<file path="src/rtl/ppu_pkg.sv">
// Shared PPU types: posit and FIR (sign, total exponent, mantissa) formats plus
// the decode-sequencer state encoding.
package ppu_pkg;

    localparam int N  = 16;
    localparam int ES = 1;

    // Largest |total exponent| is (N-2) << ES; one extra bit for sign.
    localparam int TE_BITS   = $clog2((N - 1) << ES) + 1;
    // Hidden bit plus the widest possible fraction field.
    localparam int MANT_SIZE = N - ES - 2;

    typedef logic [N-1:0] posit_t;

    typedef struct packed {
        logic                      sign;
        logic signed [TE_BITS-1:0] total_exponent;
        logic [MANT_SIZE-1:0]      mant;
    } fir_t;

    typedef enum logic [1:0] {IDLE, DEC_A, DEC_B, DONE} dec_seq_state_t;

    function automatic logic is_nar(input posit_t p);
        posit_t nar;
        nar = {1'b1, {(N - 1){1'b0}}};
        return p == nar;
    endfunction

endpackage

</file>
<file path="src/rtl/posit_decoder.sv">
// Combinational posit-to-FIR decoder. Zero and NaR are not recognised here;
// callers must mask them.
module posit_decoder
    import ppu_pkg::*;
#(
    parameter int N  = ppu_pkg::N,
    parameter int ES = ppu_pkg::ES
) (
    input  posit_t i_posit,
    output fir_t   o_fir
);

    logic [N-1:0]              w_abs;
    logic [N-2:0]              w_rem;
    logic [N-2:0]              w_shifted;
    logic [$clog2(N):0]        w_run;
    logic                      w_run_done;
    logic signed [TE_BITS-1:0] w_run_s;
    logic signed [TE_BITS-1:0] w_k;
    logic [ES-1:0]             w_exp;
    logic                      w_unused;

    // Negative posits are decoded from their two's complement.
    assign w_abs = i_posit[N-1] ? (~i_posit + 1'b1) : i_posit;
    assign w_rem = w_abs[N-2:0];

    always_comb begin
        w_run      = '0;
        w_run_done = 1'b0;
        for (int i = N - 2; i >= 0; i--) begin
            if (!w_run_done && (w_rem[i] == w_rem[N-2])) begin
                w_run = w_run + 1'b1;
            end else begin
                w_run_done = 1'b1;
            end
        end
    end

    // Drop the regime run and its terminator; exponent then fraction remain MSB-aligned.
    assign w_shifted = w_rem << (w_run + 1'b1);
    assign w_exp     = w_shifted[N-2 -: ES];
    assign w_run_s   = TE_BITS'(w_run);
    assign w_k       = w_rem[N-2] ? (w_run_s - TE_BITS'(1)) : -w_run_s;

    always_comb begin
        o_fir                = '0;
        o_fir.sign           = i_posit[N-1];
        o_fir.total_exponent = (w_k <<< ES) | TE_BITS'(w_exp);
        o_fir.mant           = {1'b1, w_shifted[N-2-ES -: MANT_SIZE-1]};
    end

    assign w_unused = ^w_shifted[N-2-ES-(MANT_SIZE-1):0];

endmodule

</file>
<file path="src/rtl/posit_decode_sequencer.sv">
// Decodes an operand pair through a single shared posit_decoder over three
// cycles, with valid/ready on both sides and zero/NaR flagging.
module posit_decode_sequencer
    import ppu_pkg::*;
#(
    parameter int N  = ppu_pkg::N,
    parameter int ES = ppu_pkg::ES
) (
    input  logic       clk_i,
    input  logic       rst_i,
    input  logic       in_valid_i,
    output logic       in_ready_o,
    input  posit_t     operand_a_i,
    input  posit_t     operand_b_i,
    output logic       out_valid_o,
    input  logic       out_ready_i,
    output fir_t       fir_a_o,
    output fir_t       fir_b_o,
    output logic [1:0] is_zero_o,
    output logic [1:0] is_nar_o
);

    dec_seq_state_t r_state;
    dec_seq_state_t w_next;
    posit_t         r_a;
    posit_t         r_b;
    fir_t           r_fir_a;
    fir_t           r_fir_b;
    logic [1:0]     r_zero;
    logic [1:0]     r_nar;
    logic           w_in_ready;
    logic           w_out_valid;
    logic           w_accept;
    posit_t         w_dec_in;
    fir_t           w_dec_fir;

    always_comb begin
        w_next      = r_state;
        w_in_ready  = 1'b0;
        w_out_valid = 1'b0;
        unique case (r_state)
            IDLE: begin
                w_in_ready = 1'b1;
                if (in_valid_i) w_next = DEC_A;
            end
            DEC_A: w_next = DEC_B;
            DEC_B: w_next = DONE;
            DONE: begin
                w_out_valid = 1'b1;
                w_in_ready  = out_ready_i;
                if (out_ready_i) w_next = in_valid_i ? DEC_A : IDLE;
            end
            default: w_next = IDLE;
        endcase
        if (rst_i) w_in_ready = 1'b0;
    end

    assign w_accept = in_valid_i & w_in_ready;
    assign w_dec_in = (r_state == DEC_A) ? r_a : r_b;

    posit_decoder #(
        .N  (N),
        .ES (ES)
    ) u_posit_decoder (
        .i_posit (w_dec_in),
        .o_fir   (w_dec_fir)
    );

    always_ff @(posedge clk_i) begin
        if (rst_i) begin
            r_state <= IDLE;
            r_a     <= '0;
            r_b     <= '0;
            r_fir_a <= '0;
            r_fir_b <= '0;
            r_zero  <= '0;
            r_nar   <= '0;
        end else begin
            r_state <= w_next;
            if (w_accept) begin
                r_a    <= operand_a_i;
                r_b    <= operand_b_i;
                r_zero <= {operand_b_i == '0, operand_a_i == '0};
                r_nar  <= {is_nar(operand_b_i), is_nar(operand_a_i)};
            end
            if (r_state == DEC_A) begin
                r_fir_a <= (r_zero[0] | r_nar[0]) ? '0 : w_dec_fir;
            end
            if (r_state == DEC_B) begin
                r_fir_b <= (r_zero[1] | r_nar[1]) ? '0 : w_dec_fir;
            end
        end
    end

    assign in_ready_o  = w_in_ready;
    assign out_valid_o = w_out_valid;
    assign fir_a_o     = r_fir_a;
    assign fir_b_o     = r_fir_b;
    assign is_zero_o   = r_zero;
    assign is_nar_o    = r_nar;

endmodule

</file>
<file path="config.mk">
export PLATFORM = sky130hd
export DESIGN_NAME = posit_decode_sequencer
export DESIGN_NICKNAME = d
export VERILOG_FILES = /design/src/rtl/ppu_pkg.sv /design/src/rtl/posit_decoder.sv /design/src/rtl/posit_decode_sequencer.sv
export SDC_FILE = /design/constraint.sdc
export NUM_CORES = 1
export LEC_CHECK = 0
export ABC_AREA = 1
export CAP_MARGIN = 20
export CORE_ASPECT_RATIO = 0.5
export CORE_MARGIN = 5
export CORE_UTILIZATION = 58
export CTS_BUF_LIST = sky130_fd_sc_hd__clkbuf_4
export DETAILED_ROUTE_END_ITERATION = 7
export PLACE_DENSITY = 0.84
export SLEW_MARGIN = 20
export SYNTH_ARGS = -nofsm -noshare
export SYNTH_HDL_FRONTEND = slang
export SYNTH_HIERARCHICAL = 1
export SYNTH_SLANG_ARGS = --single-unit
</file>
<file path="constraint.sdc">
create_clock -name clk_i -period 10.95 [get_ports clk_i]
set_clock_uncertainty 0.05 [all_clocks]
set_input_delay 2.19 -clock clk_i [delete_from_list [all_inputs] [get_ports clk_i]]
set_output_delay 2.19 -clock clk_i [all_outputs]
set_load 0.01 [all_outputs]
</file>
[After elaboration in Yosys (flattened, before gate mapping)]
Cells that the tools add are included.
W data, S select, Z words.
Storage, ports and cells
  flip-flop bits (word level): 78
  latch bits: 0
  memory bits (writable): 0
  ROM bits: 0
  bits of input ports: 36
  output and inout bits: 46
  word-level logic and storage cells: 123
  memories kept: 0
Cells by class
  $add $sub $neg: 17
  $mul: 0
  divide/modulo/power cells: 0
  order comparisons: 0
  equality and inequality tests: 21
  shift-type cells: 1
  mux-type cells: 39
  bitwise logic cells: 5
  reductions and logical operators: 29
Operators by type and width (count)
  $add A5 B1 Y5 const B: 14
  $mux W5: 14
  $mux W20: 2
  $eq A16 B16 Y1 const B: 2
  $logic_not A16 Y1: 2
  $mux W1: 16
  $mux W16: 1
  $add A15 B1 Y15 const B: 1
  $mux W15: 1
  $not A15 Y15: 1
  $shl A15 B5 Y15: 1
  $eq A1 B1 Y1: 14
  $logic_and A1 B1 Y1: 13
  $logic_not A1 Y1: 12
  $pmux W2 S4: 1
  $mux W2: 3
  $or A6 B1 Y6: 1
  $neg A5 Y5: 1
  $sub A5 B1 Y5 const B: 1
  $eq A2 B2 Y1 const B: 2
  $ne A2 B2 Y1 const B: 2
  $eq A2 B1 Y1 const B: 1
  $logic_not A2 Y1: 1
  $or A1 B1 Y1: 2
  other kinds (3): 3

[Logic depth before layout (Yosys ltp)]
  depth in word-level cells: 48
  depth in mapped cells: 57
  depth with buffers taken out: 54

[By module]
Netlist, hierarchy kept.
Modules (own cells, without submodules)
  posit_decode_sequencer: times used 1, cells each 449, area each 3250.6 µm², seq. area each 1561.5 µm²
  posit_decoder: times used 1, cells each 525, area each 2777.7 µm², seq. area each 0.0 µm²

[Worst setup path after synthesis]
Ideal clock, no wire load.
  path type: register to register
  start point: reg r_state[1]
  end point: reg r_fir_a (netlist bit fir_a_o[8])
  library setup time: 0.070 ns
  data arrival time: 7.623 ns
  required time: 10.830 ns
  setup slack: 3.207 ns
  cell stages (with the launch flop): 54
  buffers on the path: 4
  clock period less this slack: 7.743 ns
  cells stage by stage: dfxtp_1 inv_1 ha_1 buf_2 clkbuf_1 o21ai_0 inv_1 ha_1 nand2_2 nor2_4 nand3_1 nand3_2 nand2_4 buf_6 nand2_2 nand2_2 nand2_1 nor2_2 [... 18 more ...] inv_1 ha_1 o21ai_0 ha_1 or2_0 nand2_1 inv_1 ha_1 inv_1 clkbuf_1 nand2_1 o21ai_0 inv_1 nand2_1 nand3_1 a21oi_1 nand2_1 a21oi_1
RTL lines
  start, declared: RTL line posit_decode_sequencer.sv:23  | dec_seq_state_t r_state;
  start signal, assigned: RTL line posit_decode_sequencer.sv:79  | r_state <= w_next;
  end signal, assigned: RTL line posit_decode_sequencer.sv:87  | r_fir_a <= (r_zero[0] | r_nar[0]) ? '0 : w_dec_fir;
  end, declared: RTL line posit_decode_sequencer.sv:27  | fir_t r_fir_a;

==> results.sh <==
export IMPL_setup_viol=0
export IMPL_avgViaCountPerCell=5.24
export IMPL_layout_drive_gt1_share_pct=10.5
export IMPL_worstSetupPathType="reg2reg"
export IMPL_finalHoldViolations=0
export IMPL_dr_pass1_iters=5
export IMPL_yosys_warnings=6
export IMPL_crit_slowest_cell="ha_2"
export IMPL_drv_cap=0
export IMPL_gp_routability_congestion=0.917
export IMPL_syn_num_nets=1029
export IMPL_multi_input_area_mm2=0.00376
export IMPL_wl_per_cell_um=13.1
export IMPL_dp_worst_setup_slack_ps=1690
export IMPL_critPathMaxStageDelay_ps=620
export IMPL_grt_usage_pct=24.2
export IMPL_fmax_ghz=0.107
export IMPL_synth_area_mm2=0.00603
export IMPL_crit_fanout=42
export IMPL_clk_pin_slew_worst_paths_ps=120
export IMPL_clock_latency_ps=430
export IMPL_synthFlopType="dfxtp_1"
export IMPL_grt_pass1_vias=5491
export IMPL_final_nets=1082
export IMPL_gr_usage_met1_pct=34.3
export IMPL_cts_setup_buffers=0
export IMPL_startpoint_type="flop"
export IMPL_outcome="finished clean"
export IMPL_worstPathRequired_ps=11260
export IMPL_io_buffers=81
export IMPL_fin_tns_setup_ps=0
export IMPL_hold_buffers=0
export IMPL_initial_core_util_pct=59.2
export IMPL_rows=26
export IMPL_synth_area_leaders="dfxtp_1 26%, nand2_1 18%, o21ai_0 8.9%"
export IMPL_path_common_cell="ha_1"
export IMPL_rrSetupSlack_ps=1620
export IMPL_cp_endpoint="fir_b_o[4]"
export IMPL_fin_crit_ps=9330
export IMPL_hold_class="reg2reg"
export IMPL_synthCells=974
export IMPL_avgSynthCellArea_um2=6.19
export IMPL_r2r_cells=48
export IMPL_ys_types=39
export IMPL_grt_pass1_wl_mm=25.5
export IMPL_fin_util_pct=68.3
export IMPL_slew_violations=0
export IMPL_routed_wirelength_mm=15.3
export IMPL_io_pins=82
export IMPL_fin_ws_ps=1620
export IMPL_crit_path_end_kind="flop"
export IMPL_synth_edff_count=0
export IMPL_busiest_layer="met2"
export IMPL_ant_nets=0
export IMPL_grt_max_degree=54
export IMPL_tightest_slew_ps=820
export IMPL_antenna_found_initial=0
export IMPL_gr_usage_met2_pct=39.3
export IMPL_die_area_mm2=0.0127
export IMPL_core_area_mm2=0.0102
export IMPL_r2r_start="r_state[1]"
export IMPL_drt_iter0_drc=505
export IMPL_crit_path_start="r_state[1]"
export IMPL_synth_seq_area_share_pct=25.9
export IMPL_cts_resized=0
export IMPL_cts_tree="built"
export IMPL_timing_hold_ws_ps=404
export IMPL_die_y_um=82.1
export IMPL_maxSlewHeadroom_pct=44.8
export IMPL_seqCellArea_mm2=0.00156
export IMPL_n_antenna_cell=0
export IMPL_rsz0062_at_grt="false"
export IMPL_synth_async_sr_flop_share_pct=0
export IMPL_dp_hpwl_mm=11.9
export IMPL_gr_total_overflow=0
export IMPL_n_fill_cell=935
export IMPL_synth_top_cell_by_area="dfxtp_1"
export IMPL_cts_sinks=78
export IMPL_cts_root_buffer_cell="clkbuf_4"
export IMPL_numCtsBuffers=9
export IMPL_htree_levels=3
export IMPL_grtUsageMet3_pct=4.01
export IMPL_synth_top_area_share_pct=25.9
export IMPL_die_w_um=154
export IMPL_area_delta_synth_final_pct=15.3
export IMPL_drc=0
export IMPL_finalCritPeriodShare_pct=85.2
export IMPL_arrival_ps=9640
export IMPL_reg2reg_to="fir_b_o[4]"
export IMPL_vias=6136
export IMPL_ys_seq_elements=78
export IMPL_clockBufferDepth=2
flip-flops by register name (all words and copies together) (netlist names):
signal     flops
fir_a_o       20
is_zero_o      2
fir_b_o       20
r_state        2
r_b           16
is_nar_o       2
r_a           16
final cells by class:
cell class              count  area share, %
clock buffers              11           1.19
clock inverters             4           1.04
inverters                 118           6.44
multi-input cells         734           54.1
flip-flops and latches     78           22.5
well taps                 140           2.52
repair buffers             86           12.2
through the flow:
stage | area, µm² | std cells
after floorplan | 6030 | 974
after global placement | 6800 | 1156
after detailed placement | 6800 | 1156
after CTS | 6950 | 1171
after global routing | 6950 | 1171
final | 6950 | 1171
per-layer routing:
metal,vias up,wire (µm)
met5,-,0
met4,0,152
met3,16,1070
met2,178,6680
met1,2725,7380
li1,3217,-
cells in the final DEF (no fill, tap or decap), types with 12 or more instances in the layout:
cell	netlist	layout
nand2_1	286	286
inv_1	107	107
o21ai_0	107	106
a21oi_1	88	88
clkdlybuf4s50_1	0	81
dfxtp_1	78	78
nor2_1	62	62
nand3_1	52	52
nand2_2	31	31
ha_1	19	17
xor2_1	12	12
synthesized netlist by cell type, types with 3 or more instances:
cell type,n
inv_2,9
buf_6,7
nand2_1,286
ha_1,19
nor2_2,11
nand2_2,31
xor2_1,12
nand2_4,11
nor2_1,62
inv_1,107
a21oi_1,88
nand3_4,5
clkbuf_1,18
nand3_2,11
nor2_4,3
o21ai_0,107
nand4_1,10
nand3_1,52
buf_4,7
o21a_1,3
buf_2,11
nand3b_1,3
dfxtp_1,78
cells by family after synthesis:
group / synth area share (%)
compound gates: 17.5
xor+xnor: 2.03
fa+ha+maj: 3.94
buf+inv: 11.7
flops: 25.9
mux: 0.332
other cells: 0.0622
simple gates: 38.5
worst max-delay path: cells and delay by family, from the launching register on:
kind,cells,cell delay [ps]
AND/OR/NAND/NOR,24,3260
adder cells (fa/ha/maj),9,3070
AO/OA/AOI/OAI,7,1370
buffers and inverters,8,1100
flip-flops,1,360
worst min path at each step:
stage,end,from,slack (ps),cells after the start
2_1_floorplan,r_b[0],r_b[0],370,2
3_3_place_gp,r_b[10],r_b[10],390,2
3_5_place_dp,r_b[6],r_b[6],390,2
4_1_cts,r_b[6],r_b[6],410,2
5_1_grt,r_b[4],r_b[4],430,2
6_report,r_b[6],r_b[6],400,2
Power is not shown: default switching activity piles up to over one toggle a cycle in this logic, so the estimate is an artifact.
